===== src/rtl/frame_decimator_pkg.sv =====
// Shared constants, state encoding and helpers for the frame decimator write stage.
package frame_decimator_pkg;

  // Default geometry: 640x480 camera frame stored at 1/4 in each direction (160x120).
  localparam int unsigned SrcWDefault    = 640;
  localparam int unsigned SrcHDefault    = 480;
  localparam int unsigned DecimLgDefault = 2;
  localparam int unsigned AddrWDefault   = 15;
  localparam int unsigned PixWDefault    = 16;

  // Capture FSM states; encodings are fixed so they line up with the read-side debug views.
  typedef enum logic [2:0] {
    StIdle    = 3'd0,
    StWaitSof = 3'd1,
    StCapture = 3'd2,
    StLocked  = 3'd3,
    StRelease = 3'd4
  } state_e;

  // Number of pixels stored per decimated frame.
  function automatic int unsigned calc_npix(input int unsigned src_w, input int unsigned src_h,
                                            input int unsigned decim_lg);
    return (src_w >> decim_lg) * (src_h >> decim_lg);
  endfunction

  localparam int unsigned NpixDefault = calc_npix(SrcWDefault, SrcHDefault, DecimLgDefault);

endpackage


===== src/rtl/frame_decimator_sync_edge_detect.sv =====
// Registered copy of a 1-bit level with single-cycle rise and fall pulses.
module frame_decimator_sync_edge_detect (
  input  logic clk,
  input  logic rst_n,
  input  logic din,
  output logic rise,
  output logic fall
);

  logic din_q;

  // Previous-cycle copy of the input; cleared by synchronous reset.
  always_ff @(posedge clk) begin
    if (!rst_n) begin
      din_q <= 1'b0;
    end else begin
      din_q <= din;
    end
  end

  assign rise = din & ~din_q;
  assign fall = ~din & din_q;

endmodule


===== src/rtl/frame_decimator.sv =====
// Capture-side write stage: decimates the camera pixel stream, produces Bram writes and
// holds the stored frame until the VGA read side acknowledges it.
module frame_decimator
  import frame_decimator_pkg::*;
#(
  parameter int unsigned SRC_W    = SrcWDefault,
  parameter int unsigned SRC_H    = SrcHDefault,
  parameter int unsigned DECIM_LG = DecimLgDefault,
  parameter int unsigned ADDR_W   = AddrWDefault,
  parameter int unsigned PIX_W    = PixWDefault
) (
  input  logic              Clk_i,
  input  logic              Reset_i,
  input  logic              Enable_i,
  input  logic              Vsync_i,
  input  logic              Href_i,
  input  logic [PIX_W-1:0]  Pixel_i,
  input  logic              Pixel_Valid_i,
  input  logic              Frame_Ack_i,
  output logic              Wr_En_o,
  output logic [ADDR_W-1:0] Wr_Addr_o,
  output logic [PIX_W-1:0]  Wr_Data_o,
  output logic              Frame_Available_o,
  output logic              Buff_Locked_o,
  output logic              Frame_Error_o
);

  localparam int unsigned ColW      = $clog2(SRC_W + 1);
  localparam int unsigned RowW      = $clog2(SRC_H + 1);
  // One extra bit so the counter can hold NPIX itself (the "frame complete" value).
  localparam int unsigned AddrCntW  = ADDR_W + 1;
  localparam int unsigned Npix      = calc_npix(SRC_W, SRC_H, DECIM_LG);
  localparam int unsigned DecimMask = (1 << DECIM_LG) - 1;

  state_e state_q, state_d;

  logic [ColW-1:0]     col;
  logic [RowW-1:0]     row;
  logic [AddrCntW-1:0] addr;

  logic vs_rise, vs_fall, hr_rise, hr_fall;
  logic in_window, frame_full, pix_wr, frame_err;

  logic              wr_en_q;
  logic [ADDR_W-1:0] wr_addr_q;
  logic [PIX_W-1:0]  wr_data_q;
  logic              err_q;

  // Line-start edge is not needed; sink it so it is visibly intentional.
  logic unused_hr_rise;
  assign unused_hr_rise = hr_rise;

  frame_decimator_sync_edge_detect u_vsync_edge (
    .clk   (Clk_i),
    .rst_n (Reset_i),
    .din   (Vsync_i),
    .rise  (vs_rise),
    .fall  (vs_fall)
  );

  frame_decimator_sync_edge_detect u_href_edge (
    .clk   (Clk_i),
    .rst_n (Reset_i),
    .din   (Href_i),
    .rise  (hr_rise),
    .fall  (hr_fall)
  );

  // Pixel sits on the decimation grid and inside the nominal source frame.
  assign in_window = (col < ColW'(SRC_W)) && (row < RowW'(SRC_H)) &&
                     ((col & ColW'(DecimMask)) == '0) && ((row & RowW'(DecimMask)) == '0);
  assign frame_full = (addr == AddrCntW'(Npix));

  // State register.
  always_ff @(posedge Clk_i) begin
    if (!Reset_i) begin
      state_q <= StIdle;
    end else begin
      state_q <= state_d;
    end
  end

  // Next-state logic; dropping Enable_i abandons whatever is in progress.
  always_comb begin
    state_d = state_q;
    case (state_q)
      StIdle: begin
        if (Enable_i) state_d = StWaitSof;
      end
      StWaitSof: begin
        if (vs_fall) state_d = StCapture;
      end
      StCapture: begin
        if (vs_rise) state_d = frame_full ? StLocked : StWaitSof;
      end
      StLocked: begin
        if (Frame_Ack_i) state_d = StRelease;
      end
      StRelease: begin
        if (!Frame_Ack_i) state_d = StWaitSof;
      end
      default: state_d = StIdle;
    endcase
    if (!Enable_i) state_d = StIdle;
  end

  // Outputs decoded from state plus the write/error strobes feeding the register stage.
  always_comb begin
    Frame_Available_o = (state_q == StLocked);
    Buff_Locked_o     = (state_q == StLocked) || (state_q == StRelease);
    pix_wr            = (state_q == StCapture) && Enable_i && Pixel_Valid_i && in_window &&
                        !frame_full;
    frame_err         = (state_q == StCapture) && Enable_i && vs_rise && !frame_full;
  end

  // Column/row position within the source frame and the linear write address.
  always_ff @(posedge Clk_i) begin
    if (!Reset_i) begin
      col  <= '0;
      row  <= '0;
      addr <= '0;
    end else if ((state_q == StWaitSof) && vs_fall) begin
      col  <= '0;
      row  <= '0;
      addr <= '0;
    end else if ((state_q == StCapture) && Enable_i) begin
      // A pixel arriving with the line end was already judged on the old position above.
      if (hr_fall) begin
        col <= '0;
        if (row != RowW'(SRC_H)) row <= row + 1'b1;
      end else if (Pixel_Valid_i && (col != ColW'(SRC_W))) begin
        col <= col + 1'b1;
      end
      if (pix_wr) addr <= addr + 1'b1;
    end
  end

  // Registered Bram write port and error pulse; everything clears while disabled.
  always_ff @(posedge Clk_i) begin
    if (!Reset_i || !Enable_i) begin
      wr_en_q   <= 1'b0;
      wr_addr_q <= '0;
      wr_data_q <= '0;
      err_q     <= 1'b0;
    end else begin
      wr_en_q <= pix_wr;
      err_q   <= frame_err;
      if (pix_wr) begin
        wr_addr_q <= addr[ADDR_W-1:0];
        wr_data_q <= Pixel_i;
      end
    end
  end

  assign Wr_En_o       = wr_en_q;
  assign Wr_Addr_o     = wr_addr_q;
  assign Wr_Data_o     = wr_data_q;
  assign Frame_Error_o = err_q;

endmodule


===== config.mk =====
export PLATFORM = sky130hd
export DESIGN_NAME = frame_decimator
export DESIGN_NICKNAME = d
export VERILOG_FILES = /design/src/rtl/frame_decimator_pkg.sv /design/src/rtl/frame_decimator_sync_edge_detect.sv /design/src/rtl/frame_decimator.sv
export SDC_FILE = /design/constraint.sdc
export NUM_CORES = 1
export LEC_CHECK = 0
export CAP_MARGIN = 25
export CORE_UTILIZATION = 56
export DETAILED_ROUTE_END_ITERATION = 10
export PLACE_DENSITY_LB_ADDON = 0.25
export SLEW_MARGIN = 10
export SYNTH_ARGS = -nofsm -noshare
export SYNTH_HDL_FRONTEND = slang
export SYNTH_SLANG_ARGS = --single-unit

===== constraint.sdc =====
create_clock -name Clk_i -period 4.7 [get_ports Clk_i]
set_input_delay 0.94 -clock Clk_i [delete_from_list [all_inputs] [get_ports Clk_i]]
set_output_delay 0.94 -clock Clk_i [all_outputs]
set_load 0.02 [all_outputs]

==> results.toml <==
[yosys]
synth_top_area_cell = "dfxtp_1"
syn-instance-count = 394
syn_area_um2 = 3240
yosysSeqAreaShare_pct = 45.1
synth.net_count = 423
syn_avg_cell_area_um2 = 8.22
yosys_warnings = 0
netlist.area_leader.share_pct = 45.1
synth_edf_count = 0
synth_cell_types = 48
synth-seq-cells = 73
synth_area_leaders = "dfxtp_1 (45%), nand2_1 (9.6%), a21oi_1 (7.3%)"
synth_ff_type = "dfxtp_1"
async_flop_share_pct = 0

[clocking]
cts_htree_levels = 3
worstSkewPairLatency_ns = 0.35
postCtsSetupRepairBufs = 0
cts_tree = "done"
post_cts_resized = 0
postCtsHoldBufs = 0
cts.path.max_buffers = 2
numCtsBuffers = 9
clock_sinks = 73
clk_pin_slew_worst_paths_ns = 0.07
clock-root-buffer = "clkbuf_8"

[pwr]
comb_power_share_pct = 4.0
p_leak_nw = 1.31
p_int_uw = 849
p_total_mw = 1.09
clockPowerShare_pct = 39.0
p_seq_share_pct = 57.1
switching_share_pct = 22.0
irDropWorstVdd_uv = 175
p_switching_uw = 239
power_density_nw_per_um2 = 271

[critical_path]
rr_worst_depth = 7
r2r_start = "addr[0]"
critPathArrivalTime_ns = 3.17
worstPathRequired_ns = 4.98
crit_slowest_cell = "or4_1"
path_cells = "clkdlybuf4s50_1, and4bb_2, nand4_4, or4_1, a21oi_1"
crit_fanout = 42
worstSetupStartpointType = "input pin"
slowest_delay_ns = 0.67
path_class = "input pin to flip-flop"
critPathCaptureType = "flip-flop"
cp-startpoint = "Enable_i"

[placed_design]
pre_cts_slack_ns = 1.43
hpwl_um = 4940
portBuffers = 57
place_congestion = 0.860
dp_cells = 507

[global_routing]
grt_antenna_before_repair = 0
grt.total_usage_pct = 25.6
grt_pass1_wl_um = 12300
grt_pass1_vias = 2801
grt_max_degree = 43
grt_overflow = 0

[sta]
worstMarginPinSlew_ns = 0.612
finalCritPeriodShare_pct = 61.5
setup_viol = 0
rsz0062_at_grt = "false"
relSlewSlack_pct = 59.1
period_minus_slack_ns = 2.89
hold_viol_final = 0
whs_ns = 0.454
fin_tns_setup_ns = 0
setup_ws_ns = 1.81
drv_slew = 0
max_freq_mhz = 346
final.setup_skew_ns = 0.00610

[run]
drv_cap = 0

[die]
pin_count = 58
rows = 27
die_h_um = 78.0
initial_core_util_pct = 58.4
core_area_um2 = 5540
die_width_um = 78.0
die_area_um2 = 6090

[outcome]
status = "completed"

[route]
avgRoutedWirePerCell_um = 13.6
wl_um = 7110
dr_total_vias = 2957
viasPerCell = 5.64
drt_first_pass_iters = 4
ant_nets = 0
route.detailed.drc = 0
drt_iter0_markers = 203

[worst_hold_path]
min-delay-start = "Wr_Addr_o[14]"
worstHoldPathCells = 2
hp-class = "flip-flop to flip-flop"

[final_layout]
syn_to_final_growth_pct = 23.9
fin_cells = 524
nFillCells = 460
layout-drive-gt1-share_pct = 5.09
diodes = 0
finish.net_count = 476
==> synth_stat cells (all sizes together), types with 2 or more instances <==
library cell	instances
nor2	29
nor4	3
nand4	12
o21ai	13
and2	4
o211ai	7
or3	11
nor4bb	2
buf	9
and4	4
dfxtp	73
inv	11
o21a	5
o2111ai	2
xnor2	6
xor2	5
and3b	2
a31oi	4
and3	2
nand2b	2
ha	6
clkbuf	9
nor3	4
or4	7
a21oi	47
nand2	84
o22ai	2
o31ai	3
nand3	14
nor2b	2
==> per-layer routing <==
layer | up-vias | GRT usage [%] | wire, µm
met5 | - | 0 | 0
met4 | 0 | 13.0 | 129
met3 | 12 | 6.05 | 295
met2 | 62 | 43.9 | 3550
met1 | 1387 | 29.8 | 3130
li1 | 1496 | - | -
==> cell usage in the layout, fill, tap and decap left out, types with 5 or more instances in the layout <==
master	netlist	routed
a21oi_1	47	47
clkbuf_8	0	10
clkdlybuf4s50_1	0	57
dfxtp_1	73	73
ha_1	6	6
inv_1	11	11
nand2_1	83	83
nand3_1	13	13
nand4_1	9	9
nor2_1	29	29
o211ai_1	7	7
o21a_1	5	5
o21ai_0	12	12
or3_1	11	11
or4_1	7	7
xnor2_1	6	6
xor2_1	5	5
==> critical path, delay by kind of cell <==
family	cells	cell delay [ns]
and+or+nand+nor	3	1.58
buffers and inverters	1	0.49
AOI/OAI and AO/OA	1	0.15
==> power by group through the flow <==
stage               clock [mW]  combinational [mW]  sequential, mW
detailed placement           0              0.0432           0.636
finish                   0.424              0.0431           0.621
floorplan                    0              0.0176           0.635
global placement             0              0.0411           0.635
CTS                      0.432              0.0433           0.621
global route             0.456              0.0469           0.621
==> kinds of logic (layout without fill, tap and decap cells) <==
family                     after synthesis  count (layout)  synth area share (%)
xor gates and xnor gates                11              11                  2.98
adders and majority gates                6               6                  2.32
AOI/OAI and AO/OA                       86              86                  15.3
muxes                                    1               1                 0.309
DFF                                     73              73                  45.1
buffers and inverters                   29              87                  4.06
and+or+nand+nor                        188             188                  29.9
==> through the flow <==
step	utilization, %	instance area, µm²
4_1_cts	72.1	4000
6_report	72.4	4010
2_1_floorplan	-	3240
3_5_place_dp	69.1	3830
3_3_place_gp	68.9	3810
5_1_grt	72.4	4010
==> flip-flops by register name, summed over array words and instances, names as in the netlist <==
name                cells
addr                   16
Wr_Addr_o              15
u_vsync_edge.din_q      1
col                    10
Wr_En_o                 1
Wr_Data_o              16
state_q                 3
u_href_edge.din_q       1
row                     9
Frame_Error_o           1
==> final timing paths <==
kind,to,slack (ns)
setup / recovery,addr[5],1.81
hold / removal,Wr_Addr_o[14],0.45
setup reg to reg,addr[5],2.20
hold reg to reg,Wr_Addr_o[14],0.45
==> area by class of cell <==
class	instances	area [µm²]	area share, %
clock inverters	2	13.8	0.343
multi-input cells	292	1640	41.0
flip-flops and latches	73	1460	36.4
well taps	72	90.1	2.25
inverters	11	41.3	1.03
clock buffers	14	153	3.81
repair buffers	60	608	15.2
(Power assumes the default switching activity.)
